$ cat src/rtl/mac_chain.sv
// mac_chain: folds per-chunk MACs into one message MAC (rotate-left-1 then XOR),
// binds the chunk count into the low bits, and hands the result out on valid/ready.
// Ports:
//   clk, rst                     clock, synchronous active-high reset
//   chunk_mac/valid/last/ready   input chunk handshake
//   mac_out/valid/ready          finalized message MAC handshake
//   mac_err                      message was force-terminated at MAX_CHUNKS
//   mac_count                    number of chunks in the finalized message
module mac_chain #(
    parameter int N          = 256,
    parameter int MAX_CHUNKS = 16,
    parameter int CW         = $clog2(MAX_CHUNKS + 1)
) (
    input  logic          clk,
    input  logic          rst,
    input  logic [N-1:0]  chunk_mac,
    input  logic          chunk_valid,
    input  logic          chunk_last,
    output logic          chunk_ready,
    output logic [N-1:0]  mac_out,
    output logic          mac_valid,
    input  logic          mac_ready,
    output logic          mac_err,
    output logic [CW-1:0] mac_count
);

    typedef enum logic [1:0] {
        IDLE  = 2'd0,
        ACCUM = 2'd1,
        OUT   = 2'd2
    } state_t;

    localparam logic [CW-1:0] MAXC = CW'(MAX_CHUNKS);

    state_t          state_q, state_d;
    logic [N-1:0]    acc_q, acc_d;
    logic [CW-1:0]   cnt_q, cnt_d;
    logic [N-1:0]    mac_out_q, mac_out_d;
    logic            mac_valid_q, mac_valid_d;
    logic            mac_err_q, mac_err_d;
    logic [CW-1:0]   mac_count_q, mac_count_d;

    logic [N-1:0]    acc_fold;
    logic [CW-1:0]   cnt_fold;
    logic            accept;
    logic            forced;

    // Ready depends only on registered state, so no valid->ready path exists.
    assign chunk_ready = (state_q != OUT);
    assign mac_valid   = mac_valid_q;
    assign mac_out     = mac_out_q;
    assign mac_err     = mac_err_q;
    assign mac_count   = mac_count_q;

    assign accept   = chunk_valid && chunk_ready;
    assign acc_fold = {acc_q[N-2:0], acc_q[N-1]} ^ chunk_mac;
    assign cnt_fold = cnt_q + CW'(1);
    // Forced termination only once past the first chunk of a message.
    assign forced   = (state_q == ACCUM) && !chunk_last && (cnt_fold == MAXC);

    always_comb begin
        state_d     = state_q;
        acc_d       = acc_q;
        cnt_d       = cnt_q;
        mac_out_d   = mac_out_q;
        mac_valid_d = mac_valid_q;
        mac_err_d   = mac_err_q;
        mac_count_d = mac_count_q;
        case (state_q)
            IDLE, ACCUM: begin
                if (accept) begin
                    acc_d = acc_fold;
                    cnt_d = cnt_fold;
                    if (chunk_last || forced) begin
                        state_d     = OUT;
                        mac_out_d   = acc_fold ^ {{(N-CW){1'b0}}, cnt_fold};
                        mac_count_d = cnt_fold;
                        mac_err_d   = forced;
                        mac_valid_d = 1'b1;
                    end else begin
                        state_d = ACCUM;
                    end
                end
            end
            OUT: begin
                if (mac_ready) begin
                    state_d     = IDLE;
                    mac_valid_d = 1'b0;
                    acc_d       = '0;
                    cnt_d       = '0;
                end
            end
            default: begin
                state_d     = IDLE;
                mac_valid_d = 1'b0;
                acc_d       = '0;
                cnt_d       = '0;
            end
        endcase
    end

    always_ff @(posedge clk) begin
        if (rst) begin
            state_q     <= IDLE;
            acc_q       <= '0;
            cnt_q       <= '0;
            mac_out_q   <= '0;
            mac_valid_q <= 1'b0;
            mac_err_q   <= 1'b0;
            mac_count_q <= '0;
        end else begin
            state_q     <= state_d;
            acc_q       <= acc_d;
            cnt_q       <= cnt_d;
            mac_out_q   <= mac_out_d;
            mac_valid_q <= mac_valid_d;
            mac_err_q   <= mac_err_d;
            mac_count_q <= mac_count_d;
        end
    end

endmodule

$ cat config.mk
export PLATFORM = sky130hd
export DESIGN_NAME = mac_chain
export DESIGN_NICKNAME = d
export VERILOG_FILES = /design/src/rtl/mac_chain.sv
export SDC_FILE = /design/constraint.sdc
export NUM_CORES = 1
export LEC_CHECK = 0
export ABC_AREA = 1
export BUFFER_PORTS_ARGS = -buffer_cell sky130_fd_sc_hd__buf_2
export CELL_PAD_IN_SITES_DETAIL_PLACEMENT = 0
export CELL_PAD_IN_SITES_GLOBAL_PLACEMENT = 1
export CORE_ASPECT_RATIO = 0.8
export CORE_MARGIN = 5
export CORE_UTILIZATION = 39
export CTS_CLUSTER_DIAMETER = 80
export DETAILED_ROUTE_END_ITERATION = 10
export PLACE_DENSITY = 0.86
export SYNTH_ARGS = -nofsm -noshare
export SYNTH_HDL_FRONTEND = slang
export SYNTH_SLANG_ARGS = --single-unit
export TNS_END_PERCENT = 100
$ cat constraint.sdc
create_clock -name clk -period 2.1 [get_ports clk]
set_input_delay 0.21 -clock clk [delete_from_list [all_inputs] [get_ports clk]]
set_output_delay 0.21 -clock clk [all_outputs]
set_load 0.02 [all_outputs]
==> run_results.csv <==
group,metric,value,unit
placement,port-buffer-count,524,
critical_path,critPathCaptureType,"flop",
cells_and_area,utilization,50.79,%
floorplanning,start_util,39.56,%
sta,period_needed,1.939,ns
floorplanning,fp.dieArea,0.06276,mm2
placement,hpwlAfterDp,45970,um
outcome,outcome,"complete, no violations",
cells_and_area,layout.nets,3694,
clocking,insertion_delay,0.58,ns
sta,fmax,515.9,MHz
cells_and_area,area_growth,28.37,%
yosys,synth_cells,2883,
pwr,power.density,866.0,mW/mm2
clocking,clock_sinks,526,
placement,dp_cells,4011,
grt,grt_pass1_vias,19340,
clocking,numCtsBuffers,53,
pwr,swShare,28.21,%
clocking,cts.clk_slew.worst_paths,0.06,ns
cells_and_area,fin_cells,4235,
route,routed_wl,68640,um
pwr,pwr-share-seq,44.8,%
floorplanning,rows,78,
critical_path,crit_path_start_kind,"flop",
route,num_vias,20460,
floorplanning,die_h,225.1,um
clocking,post-cts-setup-buffers,0,
yosys,syn_avg_cell_area,7.821,um2
clocking,htree_levels,2,
route,first_pass_iters,6,
yosys,ys_ff_latch,526,
pwr,pwr-share-comb,18.2,%
route,wl_per_cell,16.21,um
floorplanning,fp.dieW,278.8,um
pwr,vdd_drop_max,0.6414,mV
route,drc,0,
placement,globalplace.congestion,0.8340,
critical_path,r2r-start,"cnt_q[0]",
critical_path,crit_path_top_delay_cell,"dfxtp_2",
pwr,p_leak,12.25,nW
yosys,syn_nets,3146,
critical_path,required,2.58,ns
critical_path,max_stage_delay,0.36,ns
placement,pre_cts_slack,0.02340,ns
min_path,hold_path.class,"input pin to flop",
sta,setup_ws,0.1615,ns
sta,tns,0,ns
sta,rsz0062_at_grt,"false",
yosys,ys_top_cells_by_area,"dfxtp_1 47%, a21oi_1 12%, xnor2_1 9.9%, nand2_1 9.6%, or2_2 6.0%",
grt,antenna_found_initial,12,
route,post_drt_via_cell_ratio,4.830,
yosys,ys_seq_area_share,46.70,%
sta,worstMarginPinSlew,0.6176,ns
yosys,yosysWarnings,0,
yosys,yosysUniqueCellTypes,22,
floorplanning,ioPinCount,525,
critical_path,crit_path_frequent_cell,"nand2_1",
sta,final-setup-viol-count,0,
min_path,min_from,"chunk_mac[79]",
clocking,cts_tree,"yes",
clocking,root_buffer,"clkbuf_16",
clocking,clk_path_buf_depth,3,
critical_path,crit_chain,"ha_2, inv_1, nand2_1, nand2_2, nor2_2, nand3_2, nand2_8, buf_16, buf_12, nand3_1, nand2_1, nor2_1",
critical_path,path_class,"flop to flop",
sta,fin_crit_sh,92.31,%
pwr,internal_power,0.01800,W
cells_and_area,drive_above_1_share,26.11,%
yosys,netlist.area_leader.share,46.70,%
pwr,clockPowerShare,37.1,%
sta,max_slew_margin,58.83,%
critical_path,crit_path_start,"cnt_q[0]",
grt,grt_start_max_net_pins,128,
critical_path,worst_ep_arrival_time,2.41,ns
sta,hold_violations,0,
route,ant_nets,0,
sta,drv_slew,0,
yosys,synth_area,0.02255,mm2
grt,grtUsageTotal,20.74,%
job,maxCapViolCount,0,
pwr,switchingPower,0.007070,W
critical_path,critPathMaxFanout,32,
grt,grt_pass1_wl,107800,um
floorplanning,core,0.05699,mm2
route,dr.first_iter.drc_count,1411,
sta,clock_skew,0.01722,ns
yosys,yosys.area.top_type,"dfxtp_1",
grt,global_route.overflow_total,0,
synthesized netlist by cell type:
| cell type | instances |
|---|---|
| nand2_1 | 578 |
| a21oi_1 | 522 |
| nand3_1 | 267 |
| dfxtp_1 | 526 |
| o21ai_0 | 4 |
| nor2_1 | 221 |
| nand2_2 | 3 |
| buf_2 | 60 |
| xor2_1 | 7 |
| nor2_2 | 1 |
| buf_1 | 16 |
| clkbuf_1 | 122 |
| nand4_1 | 3 |
| buf_4 | 4 |
| inv_1 | 51 |
| clkinv_1 | 1 |
| xnor2_1 | 254 |
| buf_6 | 20 |
| buf_12 | 2 |
| buf_8 | 2 |
| or2_2 | 217 |
| ha_1 | 2 |
cell type report:
class / instances / area, um2
Fill cell: 5489 / 28050
Multi-Input combinational cell: 2079 / 10720
Sequential cell: 526 / 10530
Timing Repair Buffer: 719 / 4825
Clock buffer: 76 / 1533
Tap cell: 760 / 950.9
Inverter: 52 / 207.7
Clock inverter: 18 / 163.9
Antenna cell: 5 / 12.51
registers in the layout (all words and copies together) (netlist names):
name,cells
acc_q,256
mac_out,256
cnt_q,5
mac_count,5
state_q,2
mac_err,1
mac_valid,1
path summary, 6_finish.rpt:
check	cells past startpoint	end	slack [ns]
max reg2reg	12	mac_out[134]	0.16
min	5	mac_out[79]	0.03
max	12	mac_out[134]	0.16
min reg2reg	2	mac_out[232]	0.46
power by group through the flow:
| stage | logic [W] | registers (W) | clock network [W] |
|---|---|---|---|
| CTS | 0.00457 | 0.0112 | 0.00950 |
| detailed placement | 0.00437 | 0.0114 | 0 |
| floorplan | 0.00255 | 0.0118 | 0 |
| global placement | 0.00435 | 0.0114 | 0 |
| finish | 0.00455 | 0.0112 | 0.00930 |
| global route | 0.00503 | 0.0113 | 0.00992 |
placed cells by master, fill, tap and decap left out, drive strengths merged:
cell         instances
a21oi              522
buf                594
bufinv               2
clkbuf              76
clkinv              11
clkinvlp             5
dfxtp              526
diode                5
dlygate4sd3        125
ha                   2
inv                 52
nand2              581
nand3              267
nand4                3
nor2               222
o21ai                4
or2                217
xnor2              254
xor2                 7
kinds of logic (layout without fill, tap and decap cells):
| kind of cell | Yosys count | after routing | synth area share [%] |
|---|---|---|---|
| DFF | 526 | 526 | 46.70 |
| and+or+nand+nor | 1290 | 1290 | 25.44 |
| xor gates and xnor gates | 261 | 261 | 10.14 |
| other | 0 | 5 | 0 |
| buffers and inverters | 278 | 865 | 5.937 |
| adders and majority gates | 2 | 2 | 0.1110 |
| AOI/OAI and AO/OA | 526 | 526 | 11.67 |
metrics by stage:
step / power [W] / instance area, um2 / hold WS (ns)
finish: 0.02507 / 28950 / 0.02806
global route: 0.02624 / 28940 / 0.01951
CTS: 0.02529 / 28910 / 0.0002923
detailed placement: 0.01579 / 25960 / 0.4510
global placement: 0.01577 / 25960 / 0.4471
floorplan: 0.01431 / 22550 / 0.4038
layer usage:
metal	global-route usage [%]	share of wire, %	vias to the layer above
li1	-	-	10420
met1	28.25	45	9342
met2	33.42	46	551
met3	4.102	6.1	134
met4	6.586	3.0	14
met5	0	0.13	-
repair_timing:
item / in CTS / in global routing
endpoints found under the hold margin: 150 / 0
hold buffers: 125 / 0
gates resized for setup: 0 / 6
endpoints found under the setup margin: 0 / 242
critical path, delay by kind of cell, from the launching register on:
kind,cells,cell delay (ns)
and+or+nand+nor,8,0.75
adders and majority gates,1,0.21
buffers and inverters,3,0.45
DFF,1,0.36
Note: power is estimated with default switching activity, not from simulation.
